**config.mk**
```make
export PLATFORM = sky130hd
export DESIGN_NAME = fu_issue_ctrl
export DESIGN_NICKNAME = d
export VERILOG_FILES = /design/src/rtl/fu_issue_ctrl.sv
export SDC_FILE = /design/constraint.sdc
export NUM_CORES = 1
export LEC_CHECK = 0
export BUFFER_PORTS_ARGS = -buffer_cell sky130_fd_sc_hd__clkbuf_2
export CORE_ASPECT_RATIO = 1.4
export CORE_MARGIN = 2
export CORE_UTILIZATION = 53
export DETAILED_ROUTE_END_ITERATION = 7
export PLACE_DENSITY_LB_ADDON = 0.08
export SETUP_SLACK_MARGIN = 0.5
export SKIP_CTS_REPAIR_TIMING = 1
export SYNTH_ARGS = -nofsm -noshare
export SYNTH_HDL_FRONTEND = slang
export SYNTH_SLANG_ARGS = --single-unit
```
**constraint.sdc**
```tcl
create_clock -name CLOCK -period 2.7 [get_ports CLOCK]
set_input_delay 0 -clock CLOCK [delete_from_list [all_inputs] [get_ports CLOCK]]
set_output_delay 0 -clock CLOCK [all_outputs]
set_load 0.03 [all_outputs]
```
**src/rtl/fu_issue_ctrl.sv**
```systemverilog
// fu_issue_ctrl: issue/writeback scheduler for ALU, shifter and pipelined MADD engines
module fu_issue_ctrl #(
  parameter int TAG_W = 4,
  parameter int MADD_LAT = 3,
  parameter int CNT_W = 16
) (
  input  logic             CLOCK,
  input  logic             RESET,
  input  logic             IN_VALID,
  input  logic [4:0]       IN_INST,
  input  logic [TAG_W-1:0] IN_TAG,
  output logic             IN_READY,
  output logic             EN_ALU,
  output logic             EN_BS,
  output logic             EN_MADD,
  output logic             RES_VALID,
  input  logic             RES_READY,
  output logic [TAG_W-1:0] RES_TAG,
  output logic [1:0]       RES_SEL,
  output logic [3:0]       INFLIGHT,
  output logic [CNT_W-1:0] STALL_CNT
);
  localparam int L = MADD_LAT - 1;
  logic [L:1] m_v;
  logic [TAG_W-1:0] m_t [1:L];
  logic is_bs, is_alu, is_madd, freeze, hazard, acc, hs;
  always_comb begin
    is_bs = !IN_INST[3];
    is_alu = !IN_INST[4] & IN_INST[3];
    is_madd = IN_INST[4] & IN_INST[3];
    freeze = RES_VALID & !RES_READY;
    hazard = !is_madd & m_v[L];
    IN_READY = !RESET & !freeze & !hazard;
    acc = IN_VALID & IN_READY;
    EN_ALU = acc & is_alu;
    EN_BS = acc & is_bs;
    EN_MADD = !RESET & !freeze & ((acc & is_madd) | (|m_v));
    hs = RES_VALID & RES_READY;
  end
  always_ff @(posedge CLOCK) begin
    if (RESET) begin
      m_v <= '0;
      RES_VALID <= 1'b0;
      RES_TAG <= '0;
      RES_SEL <= 2'b00;
      INFLIGHT <= '0;
      STALL_CNT <= '0;
    end else begin
      if (!freeze) begin
        m_v[1] <= acc & is_madd;
        m_t[1] <= IN_TAG;
        for (int k = 2; k <= L; k++) begin
          m_v[k] <= m_v[k-1];
          m_t[k] <= m_t[k-1];
        end
        if (EN_ALU | EN_BS) begin
          RES_VALID <= 1'b1;
          RES_TAG <= IN_TAG;
          RES_SEL <= EN_ALU ? 2'b01 : 2'b00;
        end else if (m_v[L]) begin
          RES_VALID <= 1'b1;
          RES_TAG <= m_t[L];
          RES_SEL <= 2'b10;
        end else begin
          RES_VALID <= 1'b0;
        end
      end
      INFLIGHT <= INFLIGHT + 4'(acc) - 4'(hs);
      if (IN_VALID & !freeze & hazard & !(&STALL_CNT)) STALL_CNT <= STALL_CNT + 1'b1;
    end
  end
endmodule

```
==> results.toml, run 1 <==
[run_status]
status = "finished, final reports clean"

[power_and_ir_drop]
ir_drop_v = 0.000469
powerDensity_mw_per_mm2 = 581
p_sw_share_pct = 27.7
p_switching_w = 0.000367
leakage_nw = 0.833
p_comb_share_pct = 16.6
p_clk_share_pct = 36.9
p_int_w = 0.000958
seq_power_share_pct = 46.5

[sta]
hold_ws_ps = 50.2
finClkSkew_ps = 4.81
final_hold_viol_count = 0
post-route-min-period_ps = 1990
rsz0062_at_grt = "false"
drv_slew = 0
slew_headroom_pct = 58.8
fmax_ghz = 0.504
fin_tns_setup_ps = 0
finalSetupViolCount = 0
fin_crit_sh_pct = 73.5
worst_slew_pin_slew_ps = 616

[placed_design]
post-dp-hpwl_um = 2600
io_buffers = 40
place_congestion = 0.773

[yosys]
syn_area_per_cell_um2 = 10.5
synth-edff-count = 8
synth_area_mm2 = 0.00185
async_flop_share_pct = 0
yosys_warnings = 0
synthCells = 177
synth_seq_cells = 37
synth-main-ff-cell = "dfxtp_1"
syn-num-nets = 196
synth_cell_types = 45
yosysSeqAreaShare_pct = 44.3

[cells_and_area]
area_growth_pct = 23.2
nets = 242
diodes = 0
drive_above_1_share_pct = 36.6
final_common_cell = "clkbuf_2"
layout_common_cells = "40 x clkbuf_2, 28 x dfxtp_1, 27 x nor2_1"
n_fill_cell = 248

[worst_setup_path]
cp-start-kind = "flip-flop"
required_ps = 2870
crit_arrival_ps = 2160
endpoint_kind = "flip-flop"
critical_path_class = "reg -> reg"
path_max_fanout = 7

[min_path]
worst_hold_path_type = "in -> reg"

[global_route]
grt_overflow = 0
grt_pass1_wl_um = 5890
antenna_found_initial = 0
grt_start_max_net_pins = 34
grt.total_usage_pct = 20.4
first_global_vias = 1328

[detailed_routing]
firstDrtPassIters = 4
route.antenna.remaining_nets = 0
drt_iter0_drc = 26
drc = 0
wl_per_cell_um = 13.8
routed_via_density = 5.44
via_count = 1437
routed_wl_um = 3650

[floorplanning]
initial_core_util_pct = 55.4
rows = 25
fp.dieH_um = 74.0
io_pins = 44
die_x_um = 54.0
coreArea_mm2 = 0.00335
die_area_mm2 = 0.00399

[clock_network]
clk_pin_slew_ps = 80
cts_tree = "done"
clk_latency_ps = 290
clock_path_buffers = 2
numCtsBuffers = 5
root_buffer = "clkbuf_8"
cts.sinks = 37
htree_levels = 2

[run]
drv_cap = 0
state kept, by name, summed over array words and instances (netlist names):
register	count
INFLIGHT	4
RES_SEL	2
RES_TAG	4
RES_VALID	1
STALL_CNT	16
m_t	8
m_v	2
routing by layer:
metal | track usage, % | routed length, um | vias to the layer above
met1 | 22.4 | 1420 | 676
met2 | 35.1 | 1950 | 44
met5 | 0 | 0 | -
met3 | 4.82 | 164 | 12
li1 | - | - | 705
met4 | 11.4 | 116 | 0
worst paths after layout:
kind,startpoint,end,slack [ps],cells after the start
setup reg to reg,m_v[2]$_SDFFE_PP0N_,INFLIGHT[1]$_SDFF_PP0_,710,8
hold reg to reg,m_t[1][1]$_DFFE_PP_,m_t[2][1]$_DFFE_PP_,430,0
setup / recovery,m_v[2]$_SDFFE_PP0N_,INFLIGHT[1]$_SDFF_PP0_,710,8
hold / removal,IN_VALID,m_v[1]$_SDFFE_PP0N_,50,3
metrics by stage:
stage	area, um2	cells	worst slack, ps	utilization [%]	power (W)
after floorplan	1900	177	407	-	0.000788
after global placement	2130	252	766	63.6	0.000833
after detailed placement	2130	252	733	63.6	0.000845
after CTS	2240	260	703	67.0	0.00133
after global routing	2280	264	596	68.2	0.00138
final	2280	264	714	68.2	0.00133
worst max-delay path, stage by stage (launching register included):
cell      delay (ps)
dfxtp_1          440
a211oi_4         280
nand2_2          130
ha_4             250
inv_2             60
ha_4             120
inv_2             30
fa_2             510
nor2_1            40
cell families after synthesis:
kind of cell / after synthesis / synth area share [%]
multiplexers: 5 / 2.70
AO/OA/AOI/OAI: 20 / 10.1
buffers and inverters: 18 / 4.59
AND/OR/NAND/NOR: 76 / 26.8
flip-flops: 37 / 44.3
adder cells (fa/ha/maj): 6 / 4.46
XOR/XNOR: 15 / 7.09
synthesized netlist by cell type, drive strengths merged (2+ instances only):
cell     count  area, um2
dfxtp       29        581
nor2        28        108
xnor2       13        114
nand2       11       41.3
inv          9       33.8
edfxtp       8        240
nor4         7       98.9
buf          6       40.0
nor3         6       30.0
a211oi       5       42.5
a21oi        5       25.0
ha           5       62.6
mux2i        5       50.1
nand3        5       37.5
nand4        5       37.5
clkbuf       3       11.3
nor2b        3       18.8
nor4b        3       62.6
a2111oi      2       42.5
and3         2       12.5
nor3b        2       20.0
or2          2       17.5
xor2         2       17.5
cell type report:
class / instances / area [um2] / area share, %
Timing Repair Buffer: 48 / 270 / 11.8
Multi-Input combinational cell: 122 / 988 / 43.3
Clock buffer: 5 / 68.8 / 3.02
Sequential cell: 37 / 825 / 36.1
Clock inverter: 3 / 46.3 / 2.03
Inverter: 9 / 33.8 / 1.48
Tap cell: 40 / 50.0 / 2.19
power by group through the flow:
stage	Combinational, W	Sequential (W)	Clock [W]
after floorplan	0.000120	0.000669	0
after global placement	0.000207	0.000627	0
after detailed placement	0.000215	0.000629	0
after CTS	0.000218	0.000617	0.000499
after global routing	0.000241	0.000621	0.000517
final	0.000220	0.000616	0.000489
Note: power is estimated with default switching activity, not from simulation.
==> run 2, diff against run 1 <==
clock period = 1.89 ns   (was 2.7 ns; I/O delays follow)
==> run 2 against run 1 <==
  * Clock skew decreased by 2.3 ps
  * Sequential share of layout area decreased by 3.1 points
  * Hold slack improved by 15 ps
  * Largest cell class unchanged
  * Critical endpoint unchanged
  * Sequential power increased by 41%
  * Clock power increased by 40%
  * The flow now finishes with violations (setup timing)
  * Highest routed layer unchanged
  * Fmax increased by 4.3%
  * Global-route usage increased by 1.7 points
  * Power increased by 44%
  * Routed wire length increased by 17%
  * Register-to-register slack got worse by 730 ps
==> results.toml, run 2 (synthesis gave the netlist of run 1 again) <==
[cells_and_area]
nets = 260
diodes = 0
regMostFlops = "STALL_CNT"
final_core_util_pct = 78.2
layout_common_cells = "38 x clkbuf_2, 25 x nor2_1, 19 x buf_4"
fin_area_mm2 = 0.00262
drive_above_1_share_pct = 52.9
reg_top3 = "STALL_CNT (16), m_t (8)"
final_common_cell = "clkbuf_2"
area_growth_pct = 41.3
largest_reg_flops = 16

[clock_network]
clock_path_buffers = 2
clk_latency_ps = 290
clk_pin_slew_ps = 80
numCtsBuffers = 5
cts.sinks = 37
cts_tree = "done"
root_buffer = "clkbuf_8"
htree_levels = 2

[floorplanning]
coreArea_mm2 = 0.00335
initial_core_util_pct = 55.4
die_x_um = 54.0
die_area_mm2 = 0.00399
fp.dieH_um = 74.0
io_pins = 44
rows = 25

[worst_setup_path]
slowest_stage = "fa_2"
rr_worst_depth = 9
required_ps = 2070
crit_chain = "nor2b_4 > a211oi_4 > nand2_2 > ha_4 > inv_4 > ha_4 > inv_2 > fa_2 > nor2_1"
path_max_fanout = 2
r2r_slack_ps = -10
critical_path_class = "reg -> reg"
r2r_end = "INFLIGHT[1]$_SDFF_PP0_"
endpoint_kind = "flip-flop"
reg2reg_from = "RES_VALID$_SDFFE_PP0N_"
slowest_delay_ps = 510
cp-start-kind = "flip-flop"
crit_arrival_ps = 2080
cp_common_cell = "ha_4"

[global_route]
grtUsageMet2_pct = 39.6
grt_pass1_wl_um = 6330
met3_usage_pct = 4.42
grt_busiest_layer = "met2"
antenna_found_initial = 0
first_global_vias = 1401
grt_overflow = 0
grt.total_usage_pct = 22.0
grt_start_max_net_pins = 34
use_met1_pct = 23.7

[sta]
drv_slew = 0
setup_ws_ps = -14.6
rsz0062_at_grt = "true"
post-route-min-period_ps = 1900
worst_slew_pin_slew_ps = 370
slew_headroom_pct = 75.3
fin_crit_sh_pct = 101
fmax_ghz = 0.525
final_hold_viol_count = 0
finalSetupViolCount = 1
finClkSkew_ps = 2.54

[min_path]
worst_hold_path_type = "in -> reg"
whs_path_depth = 3
hp-start = "IN_VALID"
hold_end = "m_v[1]$_SDFFE_PP0N_"

[detailed_routing]
routed_via_density = 5.32
wl_per_cell_um = 15.1
firstDrtPassIters = 4
drt_iter0_drc = 36
via_count = 1501
route.antenna.remaining_nets = 0
routed_wl_um = 4250
drc = 0

[run]
drv_cap = 0

[power_and_ir_drop]
leakage_nw = 1.01
powerDensity_mw_per_mm2 = 730
ir_drop_v = 0.000586

[placed_design]
place_congestion = 0.794
post-dp-hpwl_um = 2760
post_dp_cell_area_mm2 = 0.00230
io_buffers = 40

[run_status]
violations = "setup timing"
status = "complete, but fails checks"
[run 2: cell count changes in the layout (fill, tap and decap cells not counted), moves of 2 or more]
cell and change:
nor3_1 -2, dfxtp_1 -16, ha_1 -2, dfxtp_4 +8
buf_6 +4, buf_4 +15, dfxtp_2 +8, nor2_1 -2
clkbuf_2 -2, ha_4 +2, nor2_4 +2
[run 2: per-stage QoR]
step                      power, W  hold WS, ps  setup WS, ps  setup TNS [ps]  cells
after CTS                  0.00189         -105         -36.9           -56.5    268
after detailed placement   0.00121          196         -26.7           -36.0    260
after global placement     0.00119          200          28.1               0    260
final                      0.00191         65.7         -14.6           -14.6    282
after global routing       0.00198         84.8         -68.3            -161    282
after floorplan            0.00112         72.2          -403           -1190    177
[run 2: critical path: cells and delay by family (launching register included)]
kind	cells	cell delay, ps
buffers and inverters	2	80
AND/OR/NAND/NOR	3	280
flip-flops	1	350
AO/OA/AOI/OAI	1	220
adder cells (fa/ha/maj)	3	860
[run 2: power breakdown]
part | leakage, nW | internal (W) | switching, W | total [W]
Sequential | 0.324 | 0.000840 | 0.0000282 | 0.000868
Combinational | 0.630 | 0.000149 | 0.000208 | 0.000357
Clock | 0.0518 | 0.000388 | 0.000297 | 0.000686
Total | 1.01 | 0.00138 | 0.000534 | 0.00191
[run 2: layout make-up]
type                       count  area, um2
multi-input combinational    122       1120
sequential                    37        865
fill                         232        728
timing repair buffer          66        433
clock buffer                   5       68.8
tap                           40       50.0
clock inverter                 3       41.3
inverter                       9       36.3
[run 2: worst max path at each step]
stage	startpoint	to	slack, ps
after floorplan	RES_VALID$_SDFFE_PP0N_	INFLIGHT[1]$_SDFF_PP0_	-400
final	RES_VALID$_SDFFE_PP0N_	INFLIGHT[1]$_SDFF_PP0_	-10
after detailed placement	RES_VALID$_SDFFE_PP0N_	INFLIGHT[1]$_SDFF_PP0_	-30
after global routing	RES_VALID$_SDFFE_PP0N_	INFLIGHT[1]$_SDFF_PP0_	-70
after global placement	RES_VALID$_SDFFE_PP0N_	INFLIGHT[1]$_SDFF_PP0_	30
after CTS	RES_VALID$_SDFFE_PP0N_	INFLIGHT[1]$_SDFF_PP0_	-40
[run 2: metal layers]
metal / share of wire [%] / vias up / wire length, um
li1: - / 743 / -
met1: 39 / 718 / 1660
met2: 55 / 32 / 2340
met3: 4.0 / 8 / 171
met4: 1.8 / 0 / 78
met5: 0 / - / 0
